<file path="config.mk">
export PLATFORM = sky130hd
export DESIGN_NAME = obf_key_loader
export DESIGN_NICKNAME = d
export VERILOG_FILES = /design/src/rtl/obf_key_pkg.sv /design/src/rtl/obf_key_shreg.sv /design/src/rtl/obf_key_loader.sv
export SDC_FILE = /design/constraint.sdc
export NUM_CORES = 1
export LEC_CHECK = 0
export ABC_AREA = 1
export CORE_MARGIN = 2
export CORE_UTILIZATION = 60
export CTS_BUF_LIST = sky130_fd_sc_hd__clkbuf_16
export DETAILED_ROUTE_END_ITERATION = 10
export PLACE_DENSITY = 0.83
export SLEW_MARGIN = 30
export SYNTH_ARGS = -nofsm -noshare
export SYNTH_HDL_FRONTEND = slang
export SYNTH_SLANG_ARGS = --single-unit
</file>
<file path="constraint.sdc">
create_clock -name clk -period 2.3 [get_ports clk]
set_input_delay 0.46 -clock clk [delete_from_list [all_inputs] [get_ports clk]]
set_output_delay 0.46 -clock clk [all_outputs]
set_load 0.1 [all_outputs]
</file>
<file path="src/rtl/obf_key_pkg.sv">
// Shared definitions for the c432 key loader: FSM state encoding, key width and counter width.
// Parity support in the loader is selected by the KEY_PARITY_EN macro.
package obf_key_pkg;

    localparam int KEY_W_DEF = 12;
    localparam int CNT_W     = $clog2(KEY_W_DEF + 1);

    typedef enum logic [2:0] {
        ST_IDLE   = 3'd0,
        ST_SHIFT  = 3'd1,
        ST_PAR    = 3'd2,
        ST_SETTLE = 3'd3,
        ST_LOCKED = 3'd4
    } state_t;

    // Even-parity trailer value for a full key.
    function automatic logic even_par(input logic [KEY_W_DEF-1:0] v);
        return ^v;
    endfunction

endpackage

</file>
<file path="src/rtl/obf_key_shreg.sv">
// Shadow shift register and beat counter for the serial key; the first bit shifted in ends at bit 0.
// o_shadow_nxt shows the value the register takes at the next edge, so a commit can use the final beat.
module obf_key_shreg
    import obf_key_pkg::*;
#(
    parameter int KEY_W = KEY_W_DEF
) (
    input  logic             clk,
    input  logic             rst_n,
    input  logic             i_clear,
    input  logic             i_shift,
    input  logic             i_bit,
    output logic [KEY_W-1:0] o_shadow_nxt,
    output logic             o_full
);

    logic [KEY_W-1:0] r_shadow;
    logic [CNT_W-1:0] r_count;

    // Next shadow value: clear has priority over a shift.
    always_comb begin
        o_shadow_nxt = r_shadow;
        if (i_clear) begin
            o_shadow_nxt = '0;
        end else if (i_shift) begin
            o_shadow_nxt = {i_bit, r_shadow[KEY_W-1:1]};
        end else begin
            o_shadow_nxt = r_shadow;
        end
    end

    // Strobes on the beat that completes the key.
    assign o_full = i_shift & ~i_clear & (r_count == CNT_W'(KEY_W - 1));

    // Shadow and counter registers.
    always_ff @(posedge clk or negedge rst_n) begin
        if (!rst_n) begin
            r_shadow <= '0;
            r_count  <= '0;
        end else begin
            r_shadow <= o_shadow_nxt;
            if (i_clear) begin
                r_count <= '0;
            end else if (i_shift) begin
                r_count <= r_count + CNT_W'(1);
            end
        end
    end

endmodule

</file>
<file path="src/rtl/obf_key_loader.sv">
// Serial key-load controller driving the camouflaged c432 select inputs (key_o[n] -> s_n).
// Define KEY_PARITY_EN to expect an even-parity trailer beat and enable the sticky err_o flag.
module obf_key_loader
    import obf_key_pkg::*;
#(
    parameter int KEY_W         = KEY_W_DEF,
    parameter int SETTLE_CYCLES = 4
) (
    input  logic             clk,
    input  logic             rst_n,
    input  logic             start_i,
    input  logic             key_bit_i,
    input  logic             key_valid_i,
    output logic             key_ready_o,
    output logic [KEY_W-1:0] key_o,
    output logic             key_ok_o,
    output logic             busy_o,
    output logic             err_o
);

    localparam logic [7:0] SETTLE_INIT = 8'(SETTLE_CYCLES - 1);

    state_t           r_state;
    state_t           w_nxt;
    logic             r_ready;
    logic             r_busy;
    logic             r_key_ok;
    logic [KEY_W-1:0] r_key;
    logic [7:0]       r_timer;
    logic             w_start_ok;
    logic             w_beat;
    logic             w_shift;
    logic             w_full;
    logic             w_commit;
    logic [KEY_W-1:0] w_shadow_nxt;
`ifdef KEY_PARITY_EN
    logic             r_err;
    logic             r_from_locked;
    logic             w_err_set;
`endif

    // Start is ignored while settling so a committed key always completes its window.
    assign w_start_ok = start_i & (r_state != ST_SETTLE);
    assign w_beat     = key_valid_i & r_ready;
    assign w_shift    = w_beat & ~start_i & (r_state == ST_SHIFT);

    obf_key_shreg #(.KEY_W(KEY_W)) u_shreg (
        .clk          (clk),
        .rst_n        (rst_n),
        .i_clear      (w_start_ok),
        .i_shift      (w_shift),
        .i_bit        (key_bit_i),
        .o_shadow_nxt (w_shadow_nxt),
        .o_full       (w_full)
    );

    // Next-state and commit decode.
    always_comb begin
        w_nxt    = r_state;
        w_commit = 1'b0;
`ifdef KEY_PARITY_EN
        w_err_set = 1'b0;
`endif
        case (r_state)
            ST_IDLE, ST_LOCKED: begin
                if (start_i) begin
                    w_nxt = ST_SHIFT;
                end else begin
                    w_nxt = r_state;
                end
            end
            ST_SHIFT: begin
                if (start_i) begin
                    w_nxt = ST_SHIFT;
                end else if (w_full) begin
`ifdef KEY_PARITY_EN
                    w_nxt = ST_PAR;
`else
                    w_nxt    = ST_SETTLE;
                    w_commit = 1'b1;
`endif
                end else begin
                    w_nxt = ST_SHIFT;
                end
            end
            ST_PAR: begin
`ifdef KEY_PARITY_EN
                if (start_i) begin
                    w_nxt = ST_SHIFT;
                end else if (w_beat) begin
                    if (key_bit_i == even_par(w_shadow_nxt)) begin
                        w_nxt    = ST_SETTLE;
                        w_commit = 1'b1;
                    end else begin
                        w_nxt     = r_from_locked ? ST_LOCKED : ST_IDLE;
                        w_err_set = 1'b1;
                    end
                end else begin
                    w_nxt = ST_PAR;
                end
`else
                w_nxt = ST_IDLE;
`endif
            end
            ST_SETTLE: begin
                if (r_timer == 8'd0) begin
                    w_nxt = ST_LOCKED;
                end else begin
                    w_nxt = ST_SETTLE;
                end
            end
            default: begin
                w_nxt = ST_IDLE;
            end
        endcase
    end

    // FSM state, settle timer and registered outputs; key_o only moves on a commit.
    always_ff @(posedge clk or negedge rst_n) begin
        if (!rst_n) begin
            r_state  <= ST_IDLE;
            r_ready  <= 1'b0;
            r_busy   <= 1'b0;
            r_key_ok <= 1'b0;
            r_key    <= '0;
            r_timer  <= 8'd0;
        end else begin
            r_state  <= w_nxt;
            r_ready  <= (w_nxt == ST_SHIFT) || (w_nxt == ST_PAR);
            r_busy   <= (w_nxt == ST_SHIFT) || (w_nxt == ST_PAR) || (w_nxt == ST_SETTLE);
            r_key_ok <= (w_nxt == ST_LOCKED);
            if (w_commit) begin
                r_key <= w_shadow_nxt;
            end
            if (w_commit) begin
                r_timer <= SETTLE_INIT;
            end else if ((r_state == ST_SETTLE) && (r_timer != 8'd0)) begin
                r_timer <= r_timer - 8'd1;
            end
        end
    end

`ifdef KEY_PARITY_EN
    // Sticky parity error and the state to fall back to on a bad trailer.
    always_ff @(posedge clk or negedge rst_n) begin
        if (!rst_n) begin
            r_err         <= 1'b0;
            r_from_locked <= 1'b0;
        end else begin
            if (w_start_ok) begin
                r_err <= 1'b0;
            end else if (w_err_set) begin
                r_err <= 1'b1;
            end
            if (w_start_ok && (r_state == ST_LOCKED)) begin
                r_from_locked <= 1'b1;
            end else if (w_start_ok && (r_state == ST_IDLE)) begin
                r_from_locked <= 1'b0;
            end
        end
    end

    assign err_o = r_err;
`else
    assign err_o = 1'b0;
`endif

    assign key_ready_o = r_ready;
    assign key_o       = r_key;
    assign key_ok_o    = r_key_ok;
    assign busy_o      = r_busy;

endmodule

</file>
==> results of run 1 <==
## kinds of logic (layout without fill, tap and decap cells)
family                     count (synthesis)  count (layout)  synth area share
buffers and inverters                     43              66             0.105
DFF                                       42              42             0.497
AOI/OAI and AO/OA                         10              10            0.0331
adders and majority gates                  3               3            0.0177
and+or+nand+nor                          138             138             0.334
other                                      1               1           0.00177
xor gates and xnor gates                   3               3            0.0124
## worst paths after layout
kind,startpoint,to,slack (ns)
setup reg to reg,u_shreg.r_count[0],r_timer[5],0.77
setup / recovery,start_i,r_timer[5],0.65
hold / removal,key_o[11],key_o[11],0.48
max in group asynchronous,rst_n,r_state[2],1.30
hold reg to reg,key_o[11],key_o[11],0.48
min in group asynchronous,rst_n,u_shreg.r_shadow[4],0.53
## timing repair
| action | CTS | global route |
|---|---|---|
| buffers inserted | 0 | 0 |
| hold buffers | 1 | 0 |
| resized for setup | 0 | 0 |
| hold endpoints to repair | 2 | 0 |
## through the flow
stage	hold WS, ns	power, mW	instance area (um2)	util
5_1_grt	0.513	1.65	2410	0.717
2_1_floorplan	0.164	0.909	2120	-
3_3_place_gp	0.296	0.947	2270	0.674
6_report	0.484	1.59	2410	0.717
4_1_cts	0.487	1.61	2410	0.717
3_5_place_dp	0.296	0.952	2270	0.674
## tightest hold or removal path: stages (launching register included)
cell	delay, ns
dfrtp_1	0.35
nand2_1	0.05
nand2_1	0.05
## area by class of cell
cell class              instances  area [um2]
clock buffers                   5         125
clock inverters                 3        11.3
fillers                       279         951
inverters                      33         129
multi-input cells             155         843
flip-flops and latches         42        1050
well taps                      46        57.6
repair buffers                 25         195
## flip-flops by register name, indices dropped and copies added (netlist names)
| signal | flops |
|---|---|
| key_o | 12 |
| u_shreg.r_shadow | 12 |
| r_timer | 8 |
| u_shreg.r_count | 4 |
| r_state | 3 |
| busy_o | 1 |
| key_ok_o | 1 |
| key_ready_o | 1 |
## power by group through the flow
stage / sequential, mW / combinational (mW) / clock, mW
2_1_floorplan: 0.809 / 0.100 / 0
3_3_place_gp: 0.787 / 0.160 / 0
3_5_place_dp: 0.788 / 0.164 / 0
4_1_cts: 0.775 / 0.167 / 0.665
5_1_grt: 0.777 / 0.187 / 0.690
6_report: 0.775 / 0.167 / 0.652
## Yosys cell counts (all sizes together), types with 2 or more instances
cell type / instances / area [um2]
o21ai: 5 / 25.0
ha: 3 / 37.5
o21bai: 2 / 15.0
nor2: 12 / 86.3
and3: 12 / 75.1
nand2: 79 / 309
nand4: 19 / 119
dfrtp: 42 / 1050
xor2: 3 / 26.3
buf: 10 / 92.6
nand3: 13 / 95.1
o32ai: 2 / 17.5
inv: 32 / 120
nand3b: 2 / 15.0
## per-layer routing
| metal | vias up | GRT usage | share of wire |
|---|---|---|---|
| li1 | 811 | - | - |
| met1 | 785 | 0.290 | 0.46 |
| met2 | 55 | 0.362 | 0.48 |
| met3 | 11 | 0.0339 | 0.045 |
| met4 | 0 | 0.0924 | 0.014 |
| met5 | - | 0 | 0 |
==> run summary, run 1 <==
Ys Warns - 0
Top FF cell, synth - dfrtp_1
worst-skew pair later-pin latency - 0.28 ns
Levels on crit path - 9
Die Y - 63.4 um
setup TNS - 0 ns
Max H-tree Level - 2
GRT Total Usage - 0.220
Crit Path Category - input port to register
Static Leak - 1.35 nW
Slew Limit Fails - 0
Clock power frac - 0.409
Final Worst Setup Slack - 0.646 ns
power per standard cell area - 661 mW/mm2
combinational cell fraction of total power - 0.105
number of max-cap violations - 0
Seq/Total Area, Yosys - 0.497
R2R cell count - 8
diodes inserted - 0
Net Count, Synth - 248
most frequent cells in the layout - nand2_1, dfrtp_1, inv_1
DRT antenna net count - 0
EDFF count, synth - 0
CP max stage cell - clkdlybuf4s50_1
routability cong. - 0.798
critical path's top delay family - buffers and inverters
CP Capture Type - register
crit-path max cell delay - 0.53 ns
Int Pwr - 1.20 mW
number of vias per cell - 5.38
first-pass iteration count of the detailed router - 4
Synth async-reset ratio - 1.00
initial antenna violation count - 0
status - complete, no violations
Synth cell types - 30
number of CTS-inserted buffers - 5
Final Hold Fails - 0
Area Growth Syn to Fin - 14.0%
per-cell routed wire length - 12.8 um
# rows - 21
initial DRC count - 118
Mapped Area - 0.00212 mm2
Die Width - 63.4 um
most common cell after layout, fill and taps aside - nand2_1
clk slew on worst S/H paths - 0.06 ns
nets - 270
vias in the first global route - 1641
Data arrival, critical path - 1.87 ns
Crit Path Max Fanout - 13
crit start category - input port
TritonCTS clock tree - done
WP data required - 2.51 ns
initial core utilization - 0.629
I/O Pins - 21
most used cell, CP - nand2_1
type of the most critical hold path - register to register
Tcrit/Tclk final - 0.719
Placed Cells - 300
Sink Count - 42
clock skew - 0.00373 ns
Layout Cells excl Fill - 309
CP cell instances - clkdlybuf4s50_1 -> inv_2 -> nand3_4 -> nor2_8 -> nand2_4 -> clkinv_4 -> nor2_4 -> nand2_1 -> nand2_1
Port Buffer Count - 19
DP HPWL - 2700 um
Final min period - 1.65 ns
residual DRC count - 0
Cells after Synth - 240
crit path buf inv count - 3
Final setup violation count - 0
layout cells sized above 1 - 0.167
sequential share of power - 0.486
worst vdd ir - 492 uV
gr ovfl total - 0
first-pass GRT wire length - 7010 um
CTS root buffer - clkbuf_16
post-synthesis register bit count - 42
core area - 0.00336 mm2
Switching Share - 0.246
largest net degree at the start of global routing - 30
RSZ-0062 raised after global routing - false
Psw - 391 uW
die area - 0.00402 mm2
pre-CTS WS - 0.397 ns
WL final - 3960 um
clk buf depth - 2
via count - 1662
syn avg cell area - 8.82 um2
hold path depth - 2
FMAX - 0.605 GHz
No activity file was read; power rests on OpenSTA's default activity.
==> inputs of run 2 (changes only) <==
--- a/config.mk
+++ b/config.mk
@@ -7,10 +7,10 @@
 export LEC_CHECK = 0
 export ABC_AREA = 1
 export CORE_MARGIN = 2
-export CORE_UTILIZATION = 60
+export CORE_UTILIZATION = 51
 export CTS_BUF_LIST = sky130_fd_sc_hd__clkbuf_16
 export DETAILED_ROUTE_END_ITERATION = 10
-export PLACE_DENSITY = 0.83
+export PLACE_DENSITY = 0.75
 export SLEW_MARGIN = 30
 export SYNTH_ARGS = -nofsm -noshare
 export SYNTH_HDL_FRONTEND = slang
==> constraint.sdc (replaced) <==
create_clock -name clk -period 1.35 [get_ports clk]
set_input_delay 0.27 -clock clk [delete_from_list [all_inputs] [get_ports clk]]
set_output_delay 0.27 -clock clk [all_outputs]
set_load 0.1 [all_outputs]
==> run summary, run 2 (synthesized netlist as in run 1, its figures left out) <==
WL final - 4680 um (+18%)
Post-Route Hold Slack - 0.341 ns (-0.143 ns)
status - complete, no violations
GR Util met1 - 0.277 (-0.0131)
GRT Total Usage - 0.216 (-0.00323)
Final Hold Fails - 0 (unchanged)
met3 global-route usage - 0.0592 (+0.0253)
crit-path max cell delay - 0.38 ns (-0.15 ns)
Worst R2R Setup Slack - 0.006 ns (-0.76 ns)
type of the most critical hold path - input port to register
CTS root buffer - clkbuf_16
Max H-tree Level - 2 (unchanged)
nets - 296 (+9.6%)
CP max stage cell - dfrtp_1
first-pass GRT wire length - 7380 um (+5.2%)
die area - 0.00468 mm2 (+17%)
crit start category - register
CP cell instances - inv_2 -> ha_4 -> nand2_2 -> nor2_4 -> nor2_4 -> buf_4 -> nand4_1 -> nand2_1
Tcrit/Tclk final - 0.996
diodes inserted - 0 (unchanged)
initial antenna violation count - 0 (unchanged)
Port Buffer Count - 19 (unchanged)
post-placement cell area - 0.00264 mm2 (+17%)
TritonCTS clock tree - done
Slew Limit Fails - 0 (unchanged)
I/O Pins - 21 (unchanged)
per-cell routed wire length - 13.8 um (+8.0%)
worst setup path start - r_timer[0]
HP Start - start_i
worst-skew pair later-pin latency - 0.29 ns (about the same)
initial core utilization - 0.529 (-0.100)
worst r2r src - r_timer[0]
Crit Path Category - register to register
Seq. cell area - 0.00105 mm2 (+0.36%)
# rows - 23 (+9.5%)
crit path buf inv count - 2 (-1)
number of max-cap violations - 0 (unchanged)
R2R cell count - 8 (unchanged)
first-pass iteration count of the detailed router - 4 (unchanged)
Multi-input gate area - 877 um2 (+4.0%)
Static Leak - 1.56 nW (+16%)
CP Capture Type - register
Area Growth Syn to Fin - 36.3%
power per standard cell area - 961 mW/mm2 (+45%)
most frequent cells in the layout - nand2_1, dfrtp_1, inv_1, buf_4, nand4_1
FMAX - 0.744 GHz
Fillers - 271 (-2.9%)
Crit Path Max Fanout - 7 (-6)
DP HPWL - 2830 um (+4.8%)
RSZ-0062 raised after global routing - true
initial DRC count - 138 (+17%)
Final min period - 1.34 ns
worst vdd ir - 913 uV (+86%)
setup TNS - 0 ns (unchanged)
Die Y - 68.4 um (+7.9%)
worst reg2reg endpoint - r_timer[5]
most common cell after layout, fill and taps aside - nand2_1
Data arrival, critical path - 1.56 ns (-0.31 ns)
WP data required - 1.57 ns (-0.94 ns)
via count - 1752 (+5.4%)
clk slew on worst S/H paths - 0.06 ns (about the same)
Sink Count - 42 (unchanged)
worst setup path endpoint - r_timer[5]
number of vias per cell - 5.18 (-3.6%)
clock skew - 0.00863 ns (+0.00490 ns)
met2 global-route usage - 0.343 (-0.0193)
routability cong. - 0.780 (-2.2%)
Die Width - 68.4 um (+7.9%)
Final setup violation count - 0 (unchanged)
Top Usage Layer GRT - met2
most used cell, CP - nor2_4
Final Worst Setup Slack - 0.00560 ns (-0.641 ns)
final core occ - 0.721 (+0.00373)
clk buf depth - 2 (unchanged)
DRT antenna net count - 0 (unchanged)
largest net degree at the start of global routing - 43 (+43%)
residual DRC count - 0 (unchanged)
vias in the first global route - 1613 (-1.7%)
gr ovfl total - 0 (unchanged)
core area - 0.00400 mm2 (+19%)
number of CTS-inserted buffers - 5 (unchanged)
pre-CTS WS - -0.262 ns (-0.658 ns)
cell area after layout - 0.00288 mm2 (+20%)
critical path's top delay family - simple AND/OR/NAND/NOR gates
Levels on crit path - 8 (-1)
layout cells sized above 1 - 0.281 (+0.114)
==> run 2: cell types whose count changed in the layout (fill, tap and decap cells not counted), moves of 3 or more <==
cell and change:
inv_2 +3, ha_1 -3, buf_12 +18, buf_4 +6
==> run 2: worst min path at each step <==
stage	endpoint	slack, ns	cells past startpoint
floorplan	busy_o	-0.03	0
global placement	key_o[7]	0.26	2
detailed placement	key_o[7]	0.26	2
CTS	key_o[3]	0.50	3
global route	r_state[2]	0.38	3
finish	key_ok_o	0.34	3
==> run 2: final cells by class <==
cell class | instances | area share
Clock buffer | 5 | 0.0434
Sequential cell | 42 | 0.366
Timing Repair Buffer | 51 | 0.218
Inverter | 33 | 0.0447
Tap cell | 50 | 0.0217
Multi-Input combinational cell | 155 | 0.304
Clock inverter | 2 | 0.00260
==> run 2: layer usage <==
layer | up-vias | routed length (um) | share of wire
met3 | 4 | 181 | 0.039
met2 | 37 | 2350 | 0.50
met1 | 850 | 2080 | 0.44
met4 | 0 | 71 | 0.015
met5 | - | 0 | 0
li1 | 861 | - | -
==> run 2: power breakdown <==
group          leakage [nW]  switching (mW)  internal (mW)
Combinational         0.932           0.214          0.118
Clock                0.0685           0.455          0.661
Sequential            0.556          0.0225           1.30
==> run 2: worst reg2reg max path, delay by kind of cell, from the launching register on <==
kind | cells | cell delay, ns
buffers and inverters | 2 | 0.24
adder cells (fa/ha/maj) | 1 | 0.16
AND/OR/NAND/NOR | 5 | 0.50
flip-flops | 1 | 0.38
==> run 2: what timing repair did <==
action | in CTS | in global routing
setup buffers | 3 | 7
pin swaps | 5 | 5
gates resized for setup | 5 | 12
endpoints found under the setup margin | 8 | 28
endpoints found under the hold margin | 42 | 0
hold buffers | 1 | 0
==> run 2: metrics by stage <==
step | total power, mW | instances
floorplan | 1.55 | 240
global route | 2.88 | 338
finish | 2.77 | 338
detailed placement | 1.66 | 321
CTS | 2.78 | 331
global placement | 1.65 | 321
